<file path="src/rtl/fetch_byte_sequencer.sv">
// Instruction-fetch byte sequencer: turns one word-aligned fetch request into four
// byte reads on the external 8-bit bus and assembles a big-endian 32-bit instruction.
// Latency: instr_valid rises 4*(WAIT_CYCLES+1) cycles after the acceptance edge.
// Backpressure: the word is held in VALID until instr_ack; no new request is taken until then.
//
// Ports:
//   clk, rst                  clock, async active-high reset
//   fetch_req, fetch_addr     request from fetch stage (addr[1:0] ignored)
//   fetch_ready               high in IDLE
//   flush                     abort fetch / drop held word
//   instr, instr_valid        assembled word and its valid flag
//   instr_ack                 core consumes instr
//   data_in, address_out      external memory byte bus
//   busy                      high while bytes are being fetched
module fetch_byte_sequencer #(
  parameter int WAIT_CYCLES = 1,
  parameter int ADDR_W      = 8
) (
  input  logic              clk,
  input  logic              rst,
  input  logic              fetch_req,
  input  logic [ADDR_W-1:0] fetch_addr,
  output logic              fetch_ready,
  input  logic              flush,
  output logic [31:0]       instr,
  output logic              instr_valid,
  input  logic              instr_ack,
  input  logic [7:0]        data_in,
  output logic [ADDR_W-1:0] address_out,
  output logic              busy
);

  typedef enum logic [1:0] {
    IDLE  = 2'd0,
    FETCH = 2'd1,
    VALID = 2'd2
  } state_t;

  localparam logic [3:0] WAIT_LAST = 4'(WAIT_CYCLES);

  state_t            state_q, state_d;
  logic [ADDR_W-1:0] addr_q;
  logic [1:0]        byte_idx_q;
  logic [3:0]        wait_q;
  logic [31:0]       instr_q;

  logic accept;
  logic capture;

  // Flush wins over everything: it blocks acceptance and suppresses capture.
  assign accept  = (state_q == IDLE) && fetch_req && !flush;
  assign capture = (state_q == FETCH) && !flush && (wait_q == WAIT_LAST);

  // State register
  always_ff @(posedge clk or posedge rst) begin
    if (rst) begin
      state_q <= IDLE;
    end else begin
      state_q <= state_d;
    end
  end

  // Next-state logic
  always_comb begin
    state_d = state_q;
    case (state_q)
      IDLE: begin
        if (accept) state_d = FETCH;
      end
      FETCH: begin
        if (flush) begin
          state_d = IDLE;
        end else if (capture && (byte_idx_q == 2'd3)) begin
          state_d = VALID;
        end
      end
      VALID: begin
        if (flush || instr_ack) state_d = IDLE;
      end
      default: state_d = IDLE;
    endcase
  end

  // Output decode
  always_comb begin
    fetch_ready = (state_q == IDLE);
    busy        = (state_q == FETCH);
    instr_valid = (state_q == VALID);
  end

  // Datapath. addr_q holds the aligned base in its upper bits and the current byte
  // index in [1:0]; after the last byte it is left at base|3 rather than wrapping.
  always_ff @(posedge clk or posedge rst) begin
    if (rst) begin
      addr_q     <= '0;
      byte_idx_q <= 2'd0;
      wait_q     <= 4'd0;
      instr_q    <= 32'd0;
    end else if (accept) begin
      addr_q     <= {fetch_addr[ADDR_W-1:2], 2'b00};
      byte_idx_q <= 2'd0;
      wait_q     <= 4'd0;
    end else if ((state_q == FETCH) && !flush) begin
      if (capture) begin
        wait_q     <= 4'd0;
        byte_idx_q <= byte_idx_q + 2'd1;
        case (byte_idx_q)
          2'd0:    instr_q[31:24] <= data_in;
          2'd1:    instr_q[23:16] <= data_in;
          2'd2:    instr_q[15:8]  <= data_in;
          default: instr_q[7:0]   <= data_in;
        endcase
        if (byte_idx_q != 2'd3) begin
          addr_q[1:0] <= byte_idx_q + 2'd1;
        end
      end else begin
        wait_q <= wait_q + 4'd1;
      end
    end
  end

  assign instr       = instr_q;
  assign address_out = addr_q;

endmodule

</file>
<file path="config.mk">
export PLATFORM = sky130hd
export DESIGN_NAME = fetch_byte_sequencer
export DESIGN_NICKNAME = d
export VERILOG_FILES = /design/src/rtl/fetch_byte_sequencer.sv
export SDC_FILE = /design/constraint.sdc
export NUM_CORES = 1
export LEC_CHECK = 0
export ABC_CLOCK_PERIOD_IN_PS = 2400
export CAP_MARGIN = 15
export CORE_AREA = 2 2 70 72
export DETAILED_ROUTE_END_ITERATION = 7
export DIE_AREA = 0 0 72 74
export PLACE_DENSITY = 0.76
export SYNTH_ARGS = -nofsm -noshare
export SYNTH_HDL_FRONTEND = slang
export SYNTH_SLANG_ARGS = --single-unit
</file>
<file path="constraint.sdc">
create_clock -name clk -period 2.4 [get_ports clk]
set_input_delay 0.48 -clock clk [delete_from_list [all_inputs] [get_ports clk]]
set_output_delay 0.48 -clock clk [all_outputs]
set_load 0.03 [all_outputs]
</file>
==> results of run 1 <==
[logic make-up after synthesis]
kind of cell	count (synthesis)	synth area share (%)
simple gates	41	13.5
xor+xnor	2	0.853
mux	33	18.0
flops	48	58.5
fa+ha+maj	6	3.65
compound gates	11	3.84
buf+inv	8	1.71
[sequential cells by signal, summed over array words and instances (netlist names)]
signal	cells
state_q	2
address_out	8
instr	32
byte_idx_q	2
wait_q	4
[worst reg2reg max path, cell delays in order (launching register included)]
cell and delay [ps]:
dfrtp_1 410, inv_1 70, ha_1 160, nor3b_4 490
nand3_4 260, mux2_2 330
[layer usage]
layer	global-route usage, %	share of wire, %
met1	20.6	43
met2	27.8	47
met3	7.86	9.4
met4	3.77	0.65
met5	0	0
[cell usage after synthesis (2+ instances only)]
cell | n | area [µm²]
nand3_4 | 4 | 70.1
o21ai_0 | 2 | 10.0
nand2_1 | 20 | 75.1
dfrtp_1 | 48 | 1200
o211ai_1 | 2 | 15.0
o31ai_1 | 2 | 15.0
mux2_2 | 32 | 360
inv_1 | 5 | 18.8
nor3_1 | 2 | 10.0
nand3_1 | 2 | 10.0
xnor2_1 | 2 | 17.5
nor2b_1 | 2 | 12.5
o311ai_0 | 2 | 17.5
nor2_1 | 2 | 7.51
ha_1 | 6 | 75.1
[power groups by stage]
stage | clock, mW | sequential, mW | combinational, mW
after floorplan | 0 | 1.38 | 0.344
after global placement | 0 | 1.10 | 1.04
after detailed placement | 0 | 1.11 | 1.05
after CTS | 0.507 | 1.09 | 1.06
after global routing | 0.536 | 1.12 | 1.11
final | 0.487 | 1.09 | 1.05
[stage by stage]
| stage | setup slack (ps) | power [mW] | hold WS, ps | std cells |
|---|---|---|---|---|
| final | 257 | 2.62 | 483 | 274 |
| after global routing | 149 | 2.76 | 515 | 274 |
| after CTS | 247 | 2.66 | 483 | 274 |
| after detailed placement | 293 | 2.16 | 462 | 266 |
| after global placement | 316 | 2.13 | 457 | 266 |
| after floorplan | 764 | 1.73 | 515 | 149 |
[cell type report]
cell class	count	area, µm²	area share, %
timing repair buffer	66	648	22.7
clock buffer	7	86.3	3.03
inverter	5	18.8	0.658
multi-input combinational	93	823	28.9
clock inverter	1	7.51	0.263
sequential	48	1200	42.1
tap	54	67.6	2.37
[worst paths after layout]
kind	startpoint	endpoint	slack [ps]	cells past startpoint
hold reg to reg	address_out[3]	address_out[3]	480	2
min in group asynchronous	rst	address_out[7]	660	3
setup reg to reg	wait_q[1]	instr[7]	570	5
max in group asynchronous	rst	instr[15]	1340	3
hold / removal	address_out[3]	address_out[3]	480	2
setup / recovery	state_q[1]	instr_valid	260	2
==> impl_metrics.csv, run 1 <==
group,metric,value,unit
outcome,status,"completed",
worst_setup_path,crit_slowest_cell,"clkdlybuf4s50_1",
timing,fin_skew,8.96,ps
synth,syn_inst,149,
placed_design,post_dp_cell_area,2760,µm²
worst_setup_path,worstSetupEndpointType,"primary output",
synth,synthDistinctLibCells,31,
timing,report.final.setup_viol,0,
worst_setup_path,cpLargestDelayFamily,"buffers and inverters",
grt,grt_pass1_wl,6.91,mm
job,max_cap_violations,0,
route,vias,1396,
pwr,leakage,1.30,nW
synth,synth_area_per_cell,13.8,µm²
final_layout,fin_area,2850,µm²
route,vias_per_cell,5.09,
final_layout,drive_gt1_share,24.1,%
synth,ys_warn_count,0,
placed_design,dp_hpwl,2.95,mm
route,drt_wl_total,4.18,mm
route,route.detailed.drc,0,
synth,yosys_register_bits,48,
die,io_pins,64,
route,drt-initial-drc-count,65,
timing,rsz0062_at_grt,"no",
worst_setup_path,path_cells,"nor2b_1 -> clkdlybuf4s50_1",
final_layout,fill_cells,391,
synth,synth_edf_count,0,
timing,relSlewSlack,60.5,%
worst_setup_path,crit_buf_inv,1,
worst_setup_path,cp_max_fo,8,
pwr,p_seq_share,41.6,%
timing,fmax,467,MHz
synth,syn_nets,176,
route,wl_per_cell,15.3,µm
clock_tree,cts_buffer_depth,2,
die,rows,25,
clock_tree,cts_htree_levels,2,
final_layout,synthToLayoutAreaGrowth,38.9,%
pwr,p_int,1.69,mW
die,core,4600,µm²
worst_setup_path,worstPathRequired,1920,ps
timing,final.min_clock_period,2140,ps
die,die_h,74,µm
timing,worstMarginPinSlew,592,ps
final_layout,diodes,0,
pwr,peakVddDrop,786,µV
synth,syn_area,2050,µm²
grt,grt_overflow,0,
pwr,clkPwrFrac,18.5,%
grt,antenna_found_initial,0,
synth,ys_seq_area_share,58.5,%
clock_tree,cts-root-buf,"clkbuf_8",
timing,hold_violations,0,
die,initial_utilization,44.7,%
worst_setup_path,critPathKind,"reg -> out",
worst_setup_path,cp_data_arrival_time,1660,ps
clock_tree,insertion_delay,290,ps
final_layout,nets,246,
final_layout,final_common_cell,"clkdlybuf4s50_1",
placed_design,io_buffers,61,
timing,tns,0,ps
route,dr.pass1.iters,4,
clock_tree,clk_pin_slew,90,ps
clock_tree,clock-sinks,48,
final_layout,utilization,62.0,%
clock_tree,ctsHoldBuffers,0,
pwr,p_comb_share,39.8,%
pwr,p_per_area,920,nW/µm²
placed_design,gp_congestion,0.710,
pwr,switching_share,35.6,%
grt,grt_max_degree,49,
timing,finalMaxSlewViolations,0,
clock_tree,post_cts_buffers,0,
worst_setup_path,startpoint_type,"register",
die,die_area,5330,µm²
min_path,hold_path.class,"reg -> reg",
final_layout,final_cell_mix,"61 x clkdlybuf4s50_1, 48 x dfrtp_1, 32 x mux2_2",
clock_tree,cts_tree,"built",
worst_setup_path,critical_path.max_stage_delay,680,ps
synth,synthArstFlopShare,100,%
die,die_width,72,µm
grt,grt_pass1_vias,1445,
grt,track_usage,16.9,%
clock_tree,cts_buffers,5,
timing,post-route-period-util,89.3,%
pwr,p_switching,0.935,mW
synth,synth_ff_type,"dfrtp_1",
route,drtAntennaViolNets,0,
clock_tree,cts_resized,0,
No activity file was read; power rests on OpenSTA's default activity.
==> run 2: changes to the inputs <==
--- a/config.mk
+++ b/config.mk
@@ -11,6 +11,7 @@
 export DETAILED_ROUTE_END_ITERATION = 7
 export DIE_AREA = 0 0 72 74
 export PLACE_DENSITY = 0.76
+export SLEW_MARGIN = 10
 export SYNTH_ARGS = -nofsm -noshare
 export SYNTH_HDL_FRONTEND = slang
 export SYNTH_SLANG_ARGS = --single-unit
==> results of run 2 <==
Final layout, timing and power as in run 1 (identical DEF).
==> run 3: changes to the inputs <==
--- a/config.mk
+++ b/config.mk
@@ -7,9 +7,9 @@
 export LEC_CHECK = 0
 export ABC_CLOCK_PERIOD_IN_PS = 2400
 export CAP_MARGIN = 15
-export CORE_AREA = 2 2 70 72
+export CORE_AREA = 5 5 73 75
 export DETAILED_ROUTE_END_ITERATION = 7
-export DIE_AREA = 0 0 72 74
+export DIE_AREA = 0 0 78 80
 export PLACE_DENSITY = 0.76
 export SLEW_MARGIN = 10
 export SYNTH_ARGS = -nofsm -noshare
==> constraint.sdc (replaced) <==
create_clock -name clk -period 2.4 [get_ports clk]
set_input_delay 0.24 -clock clk [delete_from_list [all_inputs] [get_ports clk]]
set_output_delay 0.24 -clock clk [all_outputs]
set_load 0.03 [all_outputs]
==> run 3 against run 2 <==
Effect of this change: hold slack got worse by 82 ps; non-clock buffer count fell by 1; worst setup slack improved by 230 ps; highest routed layer unchanged.
==> impl_metrics.csv, run 3 (same netlist as run 1, synthesis figures left out) <==
group,metric,value,unit
timing,final.min_clock_period,1910,ps
timing,hold_violations,0,
final_layout,seqCellArea,1200,µm²
grt,met3_usage,7.34,%
route,drt-initial-drc-count,72,
worst_setup_path,worstSetupEndpointType,"primary output",
worst_setup_path,startpoint_type,"register",
clock_tree,ctsHoldBuffers,0,
pwr,leakage,1.29,nW
min_path,hold_path.class,"in -> async",
pwr,peakVddDrop,648,µV
clock_tree,cts_buffers,5,
timing,report.final.setup_viol,0,
clock_tree,cts-root-buf,"clkbuf_8",
timing,fin_skew,2.53,ps
grt,grt_pass1_wl,7.35,mm
grt,grtUsageMet2,22.5,%
timing,relSlewSlack,59.5,%
die,rows,25,
die,core,4600,µm²
timing,holdWs,401,ps
worst_setup_path,cp_max_fo,8,
die,die_width,78,µm
timing,finalMaxSlewViolations,0,
timing,fmax,523,MHz
pwr,p_per_area,916,nW/µm²
outcome,status,"completed",
clock_tree,clock-sinks,48,
route,drtAntennaViolNets,0,
clock_tree,cts_resized,0,
die,die_h,80,µm
route,dr.pass1.iters,4,
worst_setup_path,critPathKind,"reg -> out",
route,wl_per_cell,15.8,µm
grt,grt_overflow,0,
final_layout,final_cell_mix,"61 x clkdlybuf4s50_1, 48 x dfrtp_1, 32 x mux2_2",
clock_tree,insertion_delay,300,ps
grt,grt_max_degree,49,
final_layout,fill_cells,363,
grt,grt_use_met1,19.2,%
route,drt_wl_total,4.29,mm
route,route.detailed.drc,0,
clock_tree,post_cts_buffers,0,
job,max_cap_violations,0,
placed_design,io_buffers,61,
grt,grt-busiest-layer,"met2",
final_layout,synthToLayoutAreaGrowth,37.9,%
clock_tree,clk_pin_slew,80,ps
die,initial_utilization,44.7,%
grt,track_usage,14.9,%
timing,worstMarginPinSlew,607,ps
timing,rsz0062_at_grt,"no",
final_layout,final_common_cell,"clkdlybuf4s50_1",
clock_tree,cts_htree_levels,2,
clock_tree,cts_buffer_depth,2,
grt,grt_pass1_vias,1501,
placed_design,gp_congestion,0.715,
die,io_pins,64,
worst_setup_path,worstPathRequired,2160,ps
final_layout,largest_reg_flops,32,
placed_design,dp_hpwl,3.03,mm
worst_setup_path,cp_data_arrival_time,1670,ps
timing,post-route-period-util,79.6,%
grt,antenna_found_initial,0,
route,vias,1368,
timing,tns,0,ps
clock_tree,cts_tree,"built",
final_layout,diodes,0,
route,vias_per_cell,5.03,
final_layout,drive_gt1_share,23.9,%
final_layout,multi_input_area,823,µm²
die,die_area,6240,µm²
final_layout,nets,245,
-- run 3: path summary, 6_finish.rpt --
path | start | slack [ps] | endpoint | cells past startpoint
min reg2reg | address_out[6] | 480 | address_out[6] | 2
max | state_q[1] | 490 | instr_valid | 2
min | rst | 400 | address_out[7] | 3
max in group asynchronous | rst | 1570 | address_out[1] | 3
min in group clk | fetch_addr[3] | 470 | address_out[3] | 3
max reg2reg | wait_q[1] | 600 | instr[2] | 5
-- run 3: layout make-up --
type / instances / share of cell area (%)
sequential: 48 / 42.4
multi-input combinational: 93 / 29.1
timing repair buffer: 65 / 22.6
clock buffer: 5 / 2.43
tap: 54 / 2.39
inverter: 5 / 0.663
clock inverter: 2 / 0.442
-- run 3: where the power goes --
| part | switching [mW] | internal [mW] |
|---|---|---|
| logic | 0.573 | 0.472 |
| clock network | 0.258 | 0.197 |
| registers | 0.115 | 0.981 |
-- run 3: critical path, cell delays in order, from the launching register on --
cell and delay, ps:
dfrtp_1 490, nor2b_1 200, clkdlybuf4s50_1 690
-- run 3: layer usage --
layer	vias up	routed length (µm)
li1	655	-
met1	660	1960
met2	51	1860
met3	2	448
met4	0	25
met5	-	0
-- run 3: stage by stage --
step                      worst slack [ps]  instance area (µm²)  total power [mW]  std cells  util (%)
after floorplan                        764                 2050              1.73        149         -
after global placement                 447                 2750              2.15        265      59.8
after detailed placement               414                 2750              2.16        265      59.8
after CTS                              468                 2830              2.63        272      61.6
after global routing                   416                 2830              2.76        272      61.6
final                                  489                 2830              2.60        272      61.6
